### src/rtl/freq_counter_pkg.sv
// Shared definitions for the frequency-counter family: default widths and
// the gate controller state encoding.
package freq_counter_pkg;

    localparam int DEFAULT_DATA_WIDTH = 32;
    localparam int DEFAULT_GATE_WIDTH = 32;

    typedef enum logic [1:0] {
        ST_IDLE = 2'd0,
        ST_ARM  = 2'd1,
        ST_GATE = 2'd2
    } gate_state_t;

endpackage

### src/rtl/gray2bin.sv
// Registered gray-to-binary converter. The binary value of the gray word
// sampled on one rising edge is presented until the next edge.
module gray2bin #(
    parameter int DATA_WIDTH = 32
) (
    input  logic                  clk,
    input  logic                  rst,
    input  logic [DATA_WIDTH-1:0] gray_i,
    output logic [DATA_WIDTH-1:0] bin_o
);

    logic [DATA_WIDTH-1:0] w_bin;
    logic [DATA_WIDTH-1:0] r_bin;

    // Each binary bit is the XOR of all gray bits at or above it.
    always_comb begin
        w_bin = '0;
        for (int i = 0; i < DATA_WIDTH; i++) begin
            w_bin[i] = ^(gray_i >> i);
        end
    end

    always_ff @(posedge clk) begin
        if (rst) begin
            r_bin <= '0;
        end else begin
            r_bin <= w_bin;
        end
    end

    assign bin_o = r_bin;

endmodule

### src/rtl/freq_gate_controller.sv
// Gated event counter: measures how far a gray-coded event count advances
// over a programmable number of clk cycles, once or back-to-back.
// Result handshake: freq_o is transferred on any rising edge where freq_valid_o
// and freq_ready_i are both high; valid stays high until that transfer.
module freq_gate_controller
    import freq_counter_pkg::*;
#(
    parameter int DATA_WIDTH = DEFAULT_DATA_WIDTH,
    parameter int GATE_WIDTH = DEFAULT_GATE_WIDTH
) (
    input  logic                  clk,
    input  logic                  rst,
    input  logic [DATA_WIDTH-1:0] gray_count_i,
    input  logic [GATE_WIDTH-1:0] gate_cycles_i,
    input  logic                  start_i,
    input  logic                  continuous_i,
    input  logic                  stop_i,
    output logic                  busy_o,
    output logic [DATA_WIDTH-1:0] freq_o,
    output logic                  freq_valid_o,
    input  logic                  freq_ready_i,
    output logic                  overrun_o,
    output logic [1:0]            state_o
);

    gate_state_t           r_state;
    gate_state_t           w_next_state;
    logic                  w_accept;
    logic                  w_arm;
    logic                  w_end;
    logic                  w_tick;

    logic [DATA_WIDTH-1:0] w_bin;
    logic [GATE_WIDTH-1:0] r_gate_cycles;
    logic                  r_cont;
    logic [GATE_WIDTH-1:0] r_down;
    logic [DATA_WIDTH-1:0] r_start_val;
    logic [DATA_WIDTH-1:0] r_end_val;
    logic [DATA_WIDTH-1:0] r_win_start;
    logic                  r_load;
    logic [DATA_WIDTH-1:0] r_freq;
    logic                  r_valid;
    logic                  r_overrun;

    gray2bin #(
        .DATA_WIDTH(DATA_WIDTH)
    ) u_gray2bin (
        .clk    (clk),
        .rst    (rst),
        .gray_i (gray_count_i),
        .bin_o  (w_bin)
    );

    always_ff @(posedge clk) begin
        if (rst) begin
            r_state <= ST_IDLE;
        end else begin
            r_state <= w_next_state;
        end
    end

    always_comb begin
        w_next_state = r_state;
        w_accept     = 1'b0;
        w_arm        = 1'b0;
        w_end        = 1'b0;
        w_tick       = 1'b0;
        case (r_state)
            ST_IDLE: begin
                if (start_i && !stop_i) begin
                    w_accept     = 1'b1;
                    w_next_state = ST_ARM;
                end
            end
            ST_ARM: begin
                if (stop_i) begin
                    w_next_state = ST_IDLE;
                end else begin
                    w_arm        = 1'b1;
                    w_next_state = ST_GATE;
                end
            end
            ST_GATE: begin
                if (stop_i) begin
                    w_next_state = ST_IDLE;
                end else if (r_down == '0) begin
                    w_end = 1'b1;
                    if (!r_cont) begin
                        w_next_state = ST_IDLE;
                    end
                end else begin
                    w_tick = 1'b1;
                end
            end
            default: w_next_state = ST_IDLE;
        endcase
    end

    always_ff @(posedge clk) begin
        if (rst) begin
            r_gate_cycles <= '0;
            r_cont        <= 1'b0;
            r_down        <= '0;
            r_start_val   <= '0;
            r_end_val     <= '0;
            r_win_start   <= '0;
            r_load        <= 1'b0;
            r_freq        <= '0;
            r_valid       <= 1'b0;
            r_overrun     <= 1'b0;
        end else begin
            if (w_accept) begin
                r_gate_cycles <= (gate_cycles_i == '0) ? GATE_WIDTH'(1) : gate_cycles_i;
                r_cont        <= continuous_i;
            end

            if (w_arm) begin
                r_start_val <= w_bin;
                r_down      <= r_gate_cycles - GATE_WIDTH'(1);
            end else if (w_end) begin
                r_end_val   <= w_bin;
                r_win_start <= r_start_val;
                // The closing snapshot opens the next window with no dead cycle.
                if (r_cont) begin
                    r_start_val <= w_bin;
                    r_down      <= r_gate_cycles - GATE_WIDTH'(1);
                end
            end else if (w_tick) begin
                r_down <= r_down - GATE_WIDTH'(1);
            end

            r_load <= w_end;

            if (r_load) begin
                r_freq  <= r_end_val - r_win_start;
                r_valid <= 1'b1;
                if (r_valid && !freq_ready_i) begin
                    r_overrun <= 1'b1;
                end
            end else if (r_valid && freq_ready_i) begin
                r_valid <= 1'b0;
            end
        end
    end

    assign busy_o       = (r_state != ST_IDLE);
    assign freq_o       = r_freq;
    assign freq_valid_o = r_valid;
    assign overrun_o    = r_overrun;
    assign state_o      = r_state;

endmodule

### config.mk
export PLATFORM = sky130hd
export DESIGN_NAME = freq_gate_controller
export DESIGN_NICKNAME = d
export VERILOG_FILES = /design/src/rtl/freq_counter_pkg.sv /design/src/rtl/gray2bin.sv /design/src/rtl/freq_gate_controller.sv
export SDC_FILE = /design/constraint.sdc
export NUM_CORES = 1
export LEC_CHECK = 0
export BUFFER_PORTS_ARGS = -buffer_cell sky130_fd_sc_hd__buf_2
export CAP_MARGIN = 20
export CORE_MARGIN = 4
export CORE_UTILIZATION = 50
export DETAILED_ROUTE_END_ITERATION = 10
export PLACE_DENSITY_LB_ADDON = 0.3
export SLEW_MARGIN = 10
export SYNTH_ARGS = -nofsm -noshare
export SYNTH_HDL_FRONTEND = slang
export SYNTH_SLANG_ARGS = --single-unit
### constraint.sdc
create_clock -name clk -period 6.12 [get_ports clk]
set_clock_uncertainty 0.1 [all_clocks]
set_input_delay 0.306 -clock clk [delete_from_list [all_inputs] [get_ports clk]]
set_output_delay 0.306 -clock clk [all_outputs]
set_load 0.01 [all_outputs]
# Yosys cells after proc, flatten, opt, wreduce, memory -nomap -nowiden
# Cells that the tools add are included.
# Widths: inputs -> output; s select.
dict set report totals {
  reg_bits 230
  input_bits 70
}
dict set report op_classes {
  n_addsub 3
  n_eq_ne 6
  n_mux 26
  bitwise 1
  n_reduce_logical 50
}
# cell count
set ops {}
lappend ops {{$reduce_xor 32->1} 32}
lappend ops {{$mux 32} 8}
lappend ops {{$logic_not 32->1} 2}
lappend ops {{$sub 32x1->32 const B} 2}
lappend ops {{$sub 32x32->32} 1}
lappend ops {{$mux 1} 12}
lappend ops {{$mux 2} 5}
lappend ops {{$reduce_and 2->1} 4}
lappend ops {{$reduce_bool 2->1} 4}
lappend ops {{$ne 3x3->1 const B} 2}
lappend ops {{$pmux 2 s3} 1}
lappend ops {{$logic_and 1x1->1} 3}
lappend ops {{$ne 3x2->1 const B} 1}
lappend ops {{$reduce_and 3->1} 1}
lappend ops {{$reduce_bool 3->1} 1}
lappend ops {{$eq 2x1->1 const B} 1}
lappend ops {{$eq 2x2->1 const B} 1}
lappend ops {{$logic_not 1->1} 2}
lappend ops {{$logic_not 2->1} 1}
lappend ops {{$ne 2x2->1 const B} 1}
lappend ops {{$not 1->1} 1}

# Longest topological paths before layout
# Gate-level depths: netlist (run 1).
dict set report logic_depth {
  word_depth 7
  ltp_mapped 16
}

# Cells and area by module
# From an unflattened synthesis (run 1), not the netlist that was laid out.
dict set report hier_totals {
  cells_unflattened 1452
  area_unflattened_um2 11705.0
}
# module n_inst cells_per_inst area_each_um2 seq_area_each_um2
set by_module_without_submodules {}
lappend by_module_without_submodules {freq_gate_controller 1 1328 10298.6 3963.8}
lappend by_module_without_submodules {gray2bin 1 124 1406.3 640.6}

# Worst setup path before layout (run 1)
# No wires, ideal clock.
dict set report synth_timing {
  path_type {input to register}
  start {input port gray_count_i[31]}
  end {register u_gray2bin.r_bin[0] (netlist: u_gray2bin.bin_o[0])}
  arrival_time_ns 3.447
  t_required_ns 5.892
  path_slack_ns 2.445
  cell_stages 12
  path_cell_list {xnor3_2 -> xnor3_2 -> xnor2_2 -> xor3_2 -> xnor2_4 -> xor3_2 -> xnor2_4 -> xnor2_2 -> xnor2_2 -> xnor2_1 -> xor2_1 -> nor2_1}
}
dict set report synth_via {
  elab_chain_len 1
}
# item line
set synth_rtl {}
lappend synth_rtl {{start: declaration} freq_gate_controller.sv:13} ;# input logic [DATA_WIDTH-1:0] gray_count_i,
lappend synth_rtl {{$reduce_xor 32->1} gray2bin.sv:19} ;# w_bin[i] = ^(gray_i >> i);
lappend synth_rtl {{end signal: assignment} gray2bin.sv:27} ;# r_bin <= w_bin;
lappend synth_rtl {{end: declaration} gray2bin.sv:13} ;# logic [DATA_WIDTH-1:0] r_bin;
# No other way between the ends.
# A chain may end at the register's enable or synchronous reset.

# Worst setup path after layout (run 1)
# Same ends and word-level chain as after synthesis.

==> impl_metrics.toml, run 1 <==
[clock_network]
post_cts_buffers = 0
worst_skew_pair.late_latency_ns = 0.53
clock_tree.root_cell = "sky130_fd_sc_hd__clkbuf_16"
clk_pin_slew_worst_paths_ns = 0.05
cts_max_level = 1
count_of_clock_tree_sinks = 230
numCtsBuffers = 26
cts-root-to-sink-buffers = 3
tritoncts_clock_tree = "built"
number_of_buffers_added_to_fix_hold_violations_after_cts = 45
cts_repair_resize_count = 0

[hold_path]
hp-class = "in -> reg"
hold_start = "gray_count_i[1]"

[setup_path]
max_stage_delay_cell_worst_path = "sky130_fd_sc_hd__dlygate4sd3_1"
slowest_delay_ns = 0.52
critical_path.cell_chain = "dlygate4sd3_1 -> buf_2 -> xnor3_2 -> xnor3_2 -> xnor2_2 -> xor3_2 -> xnor2_4 -> xor3_2 -> xnor2_4 -> xnor2_2 -> xnor2_2 -> xnor2_1 -> xor2_1 -> nor2_1"
critical_path_required_ns = 6.39
worst_r2r_startpoint = "r_down[17]"
critical_path_arrival_ns = 4.39
crit_path_max_fanout = 6
timing.critical_path.mode_cell = "sky130_fd_sc_hd__xnor2_2"
setup.worst_path.class = "in -> reg"
timing.critical_path.to_type = "flop"
worst_setup_path_start_kind = "input port"
critPathLaunch = "gray_count_i[31]"

[yosys]
synth_top_cell_area_share_pct = 41.5
syn_avg_cell_area_sq_um = 7.73
synth_edf_count = 0
synth_cell_types = 52
yosysWarnings = 0
yosys-top-cells-area = "sky130_fd_sc_hd__dfxtp_1 42%, sky130_fd_sc_hd__nand2_1 11%, sky130_fd_sc_hd__a21oi_1 8.8%, sky130_fd_sc_hd__xnor2_1 4.4%, sky130_fd_sc_hd__nor2_1 4.1%"
synthArstFlopShare_pct = 0
mappedNetlistArea_sq_mm = 0.0111
post_synthesis_net_count = 1538
synth_cells = 1434
post_synthesis_sequential_area_ratio_pct = 41.5
synth_top_area_cell = "sky130_fd_sc_hd__dfxtp_1"
synth-seq-cells = 230
dominantRegCellSynth = "sky130_fd_sc_hd__dfxtp_1"

[detailed_routing]
routedWlPerCell_um = 14.6
drt-vias-per-instance = 5.39
route.antenna.remaining_nets = 0
drc = 0
drt-initial-drc-count = 784
route.vias.total = 9951
drt_wl_total_um = 27000
drt_first_pass_iters = 5

[global_routing]
track_usage_pct = 21.6
grt_pass1_wl_um = 45000
number_of_global_route_vias_before_repair = 9277
grt_max_degree = 96
grt_antenna_before_repair = 0
grt_overflow_total = 0

[run]
timing.max_cap.violations = 0

[floorplanning]
floorplan.die_area_sq_mm = 0.0246
start_util_pct = 50.8
fp-row-count = 54
fp.dieH_um = 157
fp.dieW_um = 157
io-pin-count = 107
core_sq_mm = 0.0218

[placement]
placement.cell_area_sq_mm = 0.0118
gpl.final_weighted_congestion = 0.845
hpwl_um = 17700
place_worst_setup_slack_ns = 1.99
place.port_buffers = 106

[timing]
timing_hold_violations_final = 0
layout_min_cycle_time_ns = 4.12
timing.slew.headroom_pct = 34.6
drv_slew = 0
fin_hold_ws_ns = 0.0150
post-route-period-util_pct = 67.4
slack_of_the_critical_path_ns = 2.00
final-setup-viol-count = 0
tightest_slew_ns = 0.982
setup_total_negative_slack_ns = 0
timing.fmax_ghz = 0.243
rsz0062_at_grt = "no"

[layout]
multi_input_area_sq_mm = 0.00604
area.sequential_sq_mm = 0.00460
antennaDiodeCount = 0
fraction_of_layout_cells_with_a_size_suffix_above_1_pct = 11.4
fin_util_pct = 60.2
postLayoutCellArea_sq_mm = 0.0131
finish.net_count = 1654
area_growth_pct = 18.4
nFillCells = 1886

[run_status]
status = "finished, final reports clean"

[power_and_ir_drop]
total_leakage_power_nw = 5.10
worst_ir_drop_vdd_uv = 193
power_density_mw_per_mm2 = 307
cell families (layout without fill, tap and decap cells):
kind of cell,after synthesis,count (layout),share of synthesized area [%]
compound gates,343,343,17.5
simple gates,592,592,23.0
xor+xnor,98,98,8.84
flops,230,230,41.5
mux,11,11,0.993
fa+ha+maj,34,34,3.90
buf+inv,126,258,4.26
power breakdown:
part	switching [mW]	total, mW	internal, mW	leakage (nW)
clock network	0.613	1.55	0.934	0.417
logic	0.443	0.816	0.373	2.81
registers	0.0626	1.66	1.60	1.87
synth_stat cells, types with 4 or more instances:
master and instances:
sky130_fd_sc_hd__a211oi_1 17, sky130_fd_sc_hd__a21o_1 19, sky130_fd_sc_hd__a21oi_1 196, sky130_fd_sc_hd__a22oi_1 11, sky130_fd_sc_hd__a31oi_1 4, sky130_fd_sc_hd__clkbuf_1 74
sky130_fd_sc_hd__dfxtp_1 230, sky130_fd_sc_hd__ha_1 33, sky130_fd_sc_hd__inv_1 50, sky130_fd_sc_hd__mux2i_1 11, sky130_fd_sc_hd__nand2_1 325, sky130_fd_sc_hd__nand2b_1 9
sky130_fd_sc_hd__nand3_1 22, sky130_fd_sc_hd__nand3b_1 5, sky130_fd_sc_hd__nand4_1 5, sky130_fd_sc_hd__nor2_1 120, sky130_fd_sc_hd__nor2b_1 15, sky130_fd_sc_hd__nor3_1 33
sky130_fd_sc_hd__nor4_1 25, sky130_fd_sc_hd__o21a_1 8, sky130_fd_sc_hd__o21ai_0 61, sky130_fd_sc_hd__o21bai_1 5, sky130_fd_sc_hd__o22ai_1 5, sky130_fd_sc_hd__or2_2 5
sky130_fd_sc_hd__or3_1 12, sky130_fd_sc_hd__or4_1 6, sky130_fd_sc_hd__xnor2_1 56, sky130_fd_sc_hd__xor2_1 33
metal layers:
layer | wire length, um | track usage, % | up-vias
li1 | - | - | 5070
met1 | 12500 | 29.3 | 4620
met2 | 12700 | 36.4 | 215
met3 | 1270 | 3.27 | 46
met4 | 601 | 5.58 | 0
met5 | 0 | 0 | -
state kept, by name (all words and copies together) (netlist names):
register / flops
r_start_val: 32
freq_o: 32
state_o: 2
overrun_o: 1
r_win_start: 32
r_gate_cycles: 32
r_end_val: 32
r_cont: 1
r_down: 32
freq_valid_o: 1
r_load: 1
u_gray2bin.bin_o: 32
layout by cell type, fill, tap and decap left out, drive strengths merged, types with 11 or more instances in the layout:
cell type	synthesis	final
dlygate4sd3	0	45
ha	33	33
nor4	25	25
a22oi	11	11
nand2	325	325
nor2b	15	15
inv	50	51
o21ai	61	61
mux2i	11	11
nand3	22	22
dfxtp	230	230
nor3	33	33
nor2	120	120
clkbuf	74	36
or3	12	12
a211oi	17	17
a21oi	196	196
a21o	19	19
buf	2	119
xor2	33	33
xnor2	61	61
cell type report:
cell class                 count  area share, %
multi-input combinational   1078           46.0
sequential                   230           35.1
timing repair buffer         164           8.41
clock buffer                  36           5.71
tap                          280           2.67
inverter                      50           1.43
clock inverter                 8          0.753
worst paths after layout:
path,endpoint,slack [ns],cells past startpoint
setup / recovery,u_gray2bin.bin_o[0],2.00,14
hold / removal,u_gray2bin.bin_o[1],0.01,3
setup reg to reg,r_start_val[18],2.25,13
hold reg to reg,r_start_val[4],0.35,2
through the flow:
| step | power, mW | cells |
|---|---|---|
| floorplan | 2.31 | 1434 |
| global placement | 2.47 | 1756 |
| detailed placement | 2.48 | 1757 |
| CTS | 4.05 | 1846 |
| global route | 4.23 | 1846 |
| finish | 4.03 | 1846 |
critical path, delay by kind of cell:
family,cells,cell delay (ns)
xor+xnor,11,3.37
simple gates,1,0.06
buf+inv,2,0.65
Note: power is estimated with default switching activity, not from simulation.
==> run 2: changes to the inputs <==
--- a/config.mk
+++ b/config.mk
@@ -5,6 +5,7 @@
 export SDC_FILE = /design/constraint.sdc
 export NUM_CORES = 1
 export LEC_CHECK = 0
+export ABC_AREA = 1
 export BUFFER_PORTS_ARGS = -buffer_cell sky130_fd_sc_hd__buf_2
 export CAP_MARGIN = 20
 export CORE_MARGIN = 4
==> constraint.sdc (replaced) <==
create_clock -name clk -period 4 [get_ports clk]
set_clock_uncertainty 0.1 [all_clocks]
set_input_delay 0.2 -clock clk [delete_from_list [all_inputs] [get_ports clk]]
set_output_delay 0.2 -clock clk [all_outputs]
set_load 0.01 [all_outputs]
==> run 2 against run 1 <==
Compared with the run above:
- global-route usage grew 1.9 points
- critical path depth shrank 2
- combinational power grew 99%
- sequential share of layout area shrank 5.8 points
- clock-buffer cell count shrank 2
- total power grew 63%
- area after synthesis grew 24%
- synthesized cell count grew 54%
- first-iteration DRC count grew 29%
- largest power group unchanged
==> impl_metrics.toml, run 2 <==
[layout]
finish.net_count = 2430
commonest_non_fill_non_tap_cell_in_the_layout = "sky130_fd_sc_hd__nand2_1"
final_cell_mix = "615 x sky130_fd_sc_hd__nand2_1, 338 x sky130_fd_sc_hd__nor2_1, 289 x sky130_fd_sc_hd__inv_1"
final_cell_count_no_fill = 2686
fraction_of_layout_cells_with_a_size_suffix_above_1_pct = 7.59
area_growth_pct = 14.4
antennaDiodeCount = 0

[power_and_ir_drop]
worst_ir_drop_vdd_uv = 286
power_density_mw_per_mm2 = 415
total_leakage_power_nw = 8.10

[placement]
place_worst_setup_slack_ns = 1.37
hpwl_um = 27200
place.port_buffers = 106
gpl.final_weighted_congestion = 0.926
placed_cells = 2602

[setup_path]
critical_path_required_ns = 4.32
critPathBufInv = 3
setup.worst_path.class = "reg -> reg"
timing.critical_path.to_type = "flop"
critical_path_arrival_ns = 2.98
ff2ff_setup_slack_ns = 1.34
max_stage_delay_cell_worst_path = "sky130_fd_sc_hd__buf_4"
critical_path.cell_chain = "inv_1 -> ha_1 -> nand2_2 -> nor2_4 -> nand2_2 -> nor2_4 -> nand3_4 -> o21ai_4 -> buf_4 -> inv_2 -> nor2_1 -> nor2_1"
crit_path_max_fanout = 33
slowest_delay_ns = 0.34
critical-path-top-delay-family = "simple AND/OR/NAND/NOR gates"
worst_setup_path_start_kind = "flop"

[floorplanning]
fp-row-count = 60
floorplan.die_area_sq_mm = 0.0303
start_util_pct = 51.0
fp.dieH_um = 174
core_sq_mm = 0.0270
io-pin-count = 107
fp.dieW_um = 174

[clock_network]
cts_max_level = 1
numCtsBuffers = 26
cts-root-to-sink-buffers = 3
tritoncts_clock_tree = "built"
clk_pin_slew_worst_paths_ns = 0.06
post_cts_buffers = 0
worst_skew_pair.late_latency_ns = 0.53
clock_tree.root_cell = "sky130_fd_sc_hd__clkbuf_16"
count_of_clock_tree_sinks = 230
cts_repair_resize_count = 0

[yosys]
synth_top_cell_area_share_pct = 33.4
synth_cells = 2215
synthArstFlopShare_pct = 0
post_synthesis_sequential_area_ratio_pct = 33.4
dominantRegCellSynth = "sky130_fd_sc_hd__dfxtp_1"
synth_top_area_cell = "sky130_fd_sc_hd__dfxtp_1"
synthTopCellsByCount = "615 x sky130_fd_sc_hd__nand2_1, 338 x sky130_fd_sc_hd__nor2_1, 290 x sky130_fd_sc_hd__inv_1, 230 x sky130_fd_sc_hd__dfxtp_1, 177 x sky130_fd_sc_hd__o21ai_0"
yosys-top-cells-area = "sky130_fd_sc_hd__dfxtp_1 33%, sky130_fd_sc_hd__nand2_1 17%, sky130_fd_sc_hd__nor2_1 9.2%, sky130_fd_sc_hd__inv_1 7.9%, sky130_fd_sc_hd__o21ai_0 6.4%"
synth-seq-cells = 230
syn_avg_cell_area_sq_um = 6.22
yosysWarnings = 0
synth_edf_count = 0
synth.most_common_cell = "sky130_fd_sc_hd__nand2_1"
post_synthesis_net_count = 2319
mappedNetlistArea_sq_mm = 0.0138
synth_cell_types = 36

[global_routing]
number_of_global_route_vias_before_repair = 12350
track_usage_pct = 23.6
grt_antenna_before_repair = 0
grt_overflow_total = 0
grt_pass1_wl_um = 60700
grt_max_degree = 118

[timing]
layout_min_cycle_time_ns = 2.66
final-setup-viol-count = 0
timing.slew.headroom_pct = 53.5
drv_slew = 0
timing.fmax_ghz = 0.376
setup_total_negative_slack_ns = 0
timing_hold_violations_final = 0
post-route-period-util_pct = 66.5
rsz0062_at_grt = "no"
tightest_slew_ns = 0.698
slack_of_the_critical_path_ns = 1.34

[detailed_routing]
routedWlPerCell_um = 13.7
drt-vias-per-instance = 5.07
drt_first_pass_iters = 7
drt-initial-drc-count = 1011
drt_wl_total_um = 36800
route.antenna.remaining_nets = 0
route.vias.total = 13608
drc = 0

[run]
timing.max_cap.violations = 0

[hold_path]
hp-class = "in -> reg"

[run_status]
status = "finished, final reports clean"
==> run 2: cell types whose count changed in the layout (fill, tap and decap cells not counted), moves of 60 or more <==
cell and delta:
sky130_fd_sc_hd__nor2_1 +219, sky130_fd_sc_hd__o21ai_0 +116, sky130_fd_sc_hd__a21oi_1 -60, sky130_fd_sc_hd__nand2_1 +290, sky130_fd_sc_hd__inv_1 +239, sky130_fd_sc_hd__nand3_1 +90
==> run 2: logic make-up (layout without fill, tap and decap cells) <==
group | Yosys count | in the layout | synth area share, %
adder cells (fa/ha/maj) | 34 | 34 | 3.14
AND/OR/NAND/NOR | 1133 | 1133 | 33.3
XOR/XNOR | 117 | 117 | 7.44
flip-flops | 230 | 230 | 33.4
buffers and inverters | 361 | 491 | 10.0
AO/OA/AOI/OAI | 340 | 340 | 12.7
==> run 2: tightest hold or removal path, stage by stage <==
cell,delay [ns]
sky130_fd_sc_hd__buf_2,0.09
sky130_fd_sc_hd__nand2_1,0.05
sky130_fd_sc_hd__nand2_1,0.18
sky130_fd_sc_hd__nor2_1,0.07
==> run 2: worst paths after layout <==
| check | depth (start not counted) | startpoint | to |
|---|---|---|---|
| max | 12 | r_down[0] | r_start_val[28] |
| min | 4 | gray_count_i[30] | u_gray2bin.bin_o[30] |
| max reg2reg | 12 | r_down[0] | r_start_val[28] |
| min reg2reg | 2 | r_end_val[5] | r_end_val[5] |
==> run 2: power breakdown <==
part	internal, mW	switching (mW)	leakage (nW)	total [mW]
Combinational	0.569	1.06	5.80	1.62
Clock	1.42	0.975	0.430	2.40
Sequential	2.42	0.104	1.87	2.52
Total	4.41	2.13	8.10	6.54
==> run 2: through the flow <==
stage | area, sq um | total power, mW | hold WS, ns | util [%]
final | 15800 | 6.54 | 0.0224 | 58.3
after CTS | 15800 | 6.56 | 0.000336 | 58.3
after global placement | 14500 | 4.12 | 0.330 | 53.8
after detailed placement | 14500 | 4.14 | 0.340 | 53.8
after floorplan | 13800 | 3.73 | 0.213 | -
after global routing | 15800 | 6.93 | 0.0612 | 58.3
==> run 2: cell type report <==
type / count / area (sq um)
multi-input cells: 1624 / 7800
flip-flops and latches: 230 / 4610
clock buffers: 34 / 732
fillers: 2622 / 11300
inverters: 294 / 1100
well taps: 341 / 427
clock inverters: 13 / 131
repair buffers: 150 / 966
==> run 2: what timing repair did <==
item	4_1_cts	5_1_grt
endpoints found under the hold margin	38	0
hold buffers	37	0
setup endpoints to repair	0	0
==> run 2: routing by layer <==
metal | track usage (%) | share of wire [%]
met4 | 4.78 | 1.7
met5 | 0 | 0
met1 | 36.9 | 52
met2 | 35.0 | 40
met3 | 2.50 | 6.8
==> run 3: changes to the inputs <==
==> constraint.sdc (replaced) <==
create_clock -name clk -period 2.5 [get_ports clk]
set_clock_uncertainty 0.1 [all_clocks]
set_input_delay 0.125 -clock clk [delete_from_list [all_inputs] [get_ports clk]]
set_output_delay 0.125 -clock clk [all_outputs]
set_load 0.01 [all_outputs]
==> run 3 against run 2 <==
Compared with the run above:
- routed wire length is 1.7% lower
- critical path depth rose by 1
- sequential share of layout area is 0.25 points lower
- combinational power is 62% higher
- utilization increased by 0.50 points
- sequential power increased by 61%
- final cell count increased by 0.41%
- hold slack improved by 0.087 ns
- clock power up 55%
- via count is 0.33% higher
==> impl_metrics.toml, run 3 (synthesis results as in run 2) <==
[setup_path]
crit_path_max_fanout = 10
critical_path.cell_chain = "inv_1 -> ha_1 -> nand2_2 -> nor2_4 -> nand2_2 -> nor2_4 -> nand3_1 -> nand2_1 -> nand2_2 -> nor2_4 -> buf_12 -> nand2_1 -> o21ai_0"
critical_path_arrival_ns = 2.62
timing.critical_path.to_type = "flop"
critPathBufInv = 2
slowest_delay_ns = 0.31
critical-path-top-delay-family = "simple AND/OR/NAND/NOR gates"
max_stage_delay_cell_worst_path = "sky130_fd_sc_hd__dfxtp_1"
critical_path_required_ns = 2.83
setup.worst_path.class = "reg -> reg"
worst_setup_path_start_kind = "flop"

[placement]
place.port_buffers = 106
gpl.final_weighted_congestion = 0.983
placed_cells = 2612
hpwl_um = 27000
place_worst_setup_slack_ns = 0.228

[timing]
final-setup-viol-count = 0
timing_hold_violations_final = 0
timing.fmax_ghz = 0.435
slack_of_the_critical_path_ns = 0.201
drv_slew = 0
timing.slew.headroom_pct = 51.4
layout_min_cycle_time_ns = 2.30
rsz0062_at_grt = "no"
tightest_slew_ns = 0.728
setup_total_negative_slack_ns = 0
post-route-period-util_pct = 92.0

[floorplanning]
fp-row-count = 60
floorplan.die_area_sq_mm = 0.0303
start_util_pct = 51.0
fp.dieH_um = 174
core_sq_mm = 0.0270
fp.dieW_um = 174
io-pin-count = 107

[layout]
final_cell_count_no_fill = 2697
area.sequential_sq_mm = 0.00461
commonest_non_fill_non_tap_cell_in_the_layout = "sky130_fd_sc_hd__nand2_1"
nFillCells = 2589
fraction_of_layout_cells_with_a_size_suffix_above_1_pct = 7.89
final_cell_mix = "615 x sky130_fd_sc_hd__nand2_1, 338 x sky130_fd_sc_hd__nor2_1, 289 x sky130_fd_sc_hd__inv_1"
antennaDiodeCount = 0
finish.net_count = 2442
area_growth_pct = 15.4
multi_input_area_sq_mm = 0.00780

[global_routing]
track_usage_pct = 23.3
grt_overflow_total = 0
grt_antenna_before_repair = 0
grt_pass1_wl_um = 60300
number_of_global_route_vias_before_repair = 12457
grt_max_degree = 113

[clock_network]
clock_tree.root_cell = "sky130_fd_sc_hd__clkbuf_16"
cts-root-to-sink-buffers = 3
post_cts_buffers = 0
numCtsBuffers = 25
clk_pin_slew_worst_paths_ns = 0.06
tritoncts_clock_tree = "built"
worst_skew_pair.late_latency_ns = 0.53
count_of_clock_tree_sinks = 230
cts_max_level = 1

[power_and_ir_drop]
power_density_mw_per_mm2 = 655
total_leakage_power_nw = 8.15
worst_ir_drop_vdd_uv = 454
finalPower_mw = 10.4

[hold_path]
hp-class = "in -> reg"

[detailed_routing]
route.antenna.remaining_nets = 0
route.vias.total = 13653
routedWlPerCell_um = 13.4
drt-initial-drc-count = 938
drt_wl_total_um = 36200
drt-vias-per-instance = 5.06
drt_first_pass_iters = 5
drc = 0

[run]
timing.max_cap.violations = 0

[run_status]
status = "finished, final reports clean"
run 3: cell count changes in the layout (fill, tap and decap cells not counted), sizes merged:
cell	change
buf	+10
bufinv	+1
clkbuf	-1
clkinv	-4
clkinvlp	+3
dlygate4sd3	+3
inv	-1
run 3: cell type report:
type,count,share of cell area [%]
Clock inverter,12,0.960
Tap cell,341,2.68
Inverter,294,6.95
Clock buffer,33,4.31
Timing Repair Buffer,163,7.05
Multi-Input combinational cell,1624,49.1
Sequential cell,230,29.0
run 3: worst reg2reg max path, stage by stage (launching register included):
cell and delay, ns:
sky130_fd_sc_hd__dfxtp_1 0.31, sky130_fd_sc_hd__inv_1 0.09, sky130_fd_sc_hd__ha_1 0.20, sky130_fd_sc_hd__nand2_2 0.10
sky130_fd_sc_hd__nor2_4 0.19, sky130_fd_sc_hd__nand2_2 0.09, sky130_fd_sc_hd__nor2_4 0.14, sky130_fd_sc_hd__nand3_1 0.13
sky130_fd_sc_hd__nand2_1 0.10, sky130_fd_sc_hd__nand2_2 0.17, sky130_fd_sc_hd__nor2_4 0.23, sky130_fd_sc_hd__buf_12 0.17
sky130_fd_sc_hd__nand2_1 0.05, sky130_fd_sc_hd__o21ai_0 0.12
run 3: final timing paths:
kind,start,endpoint,slack (ns),cells past startpoint
worst max-delay path,r_down[0],r_down[7],0.20,13
worst min-delay path,start_i,r_cont,0.11,5
worst max register to register,r_down[0],r_down[7],0.20,13
worst min register to register,r_end_val[30],r_end_val[30],0.35,2
run 3: per-stage QoR:
| stage | hold slack [ns] | cell area (sq um) | util, % |
|---|---|---|---|
| 2_1_floorplan | 0.138 | 13800 | - |
| 3_3_place_gp | 0.254 | 14700 | 54.2 |
| 3_5_place_dp | 0.258 | 14700 | 54.2 |
| 4_1_cts | 0.0820 | 15900 | 58.8 |
| 5_1_grt | 0.148 | 15900 | 58.8 |
| 6_report | 0.109 | 15900 | 58.8 |
run 3: report_power, final:
part           switching, mW  total [mW]  internal, mW
Combinational           1.70        2.63         0.934
Clock                   1.49        3.73          2.24
Sequential             0.173        4.05          3.87
Total                   3.36        10.4          7.05
run 3: timing repair:
item                                    4_1_cts  5_1_grt
endpoints found under the setup margin        0        1
endpoints found under the hold margin        40        0
gates resized for setup                       0        1
hold buffers                                 40        0
run 3: per-layer routing:
metal / part of all wire (%) / up-vias / GRT usage (%) / routed length [um]
met2: 42 / 404 / 36.5 / 15200
met4: 1.7 / 0 / 4.88 / 625
met5: 0 / - / 0 / 0
li1: - / 7186 / - / -
met1: 50 / 6019 / 34.3 / 17900
met3: 6.8 / 44 / 3.33 / 2470
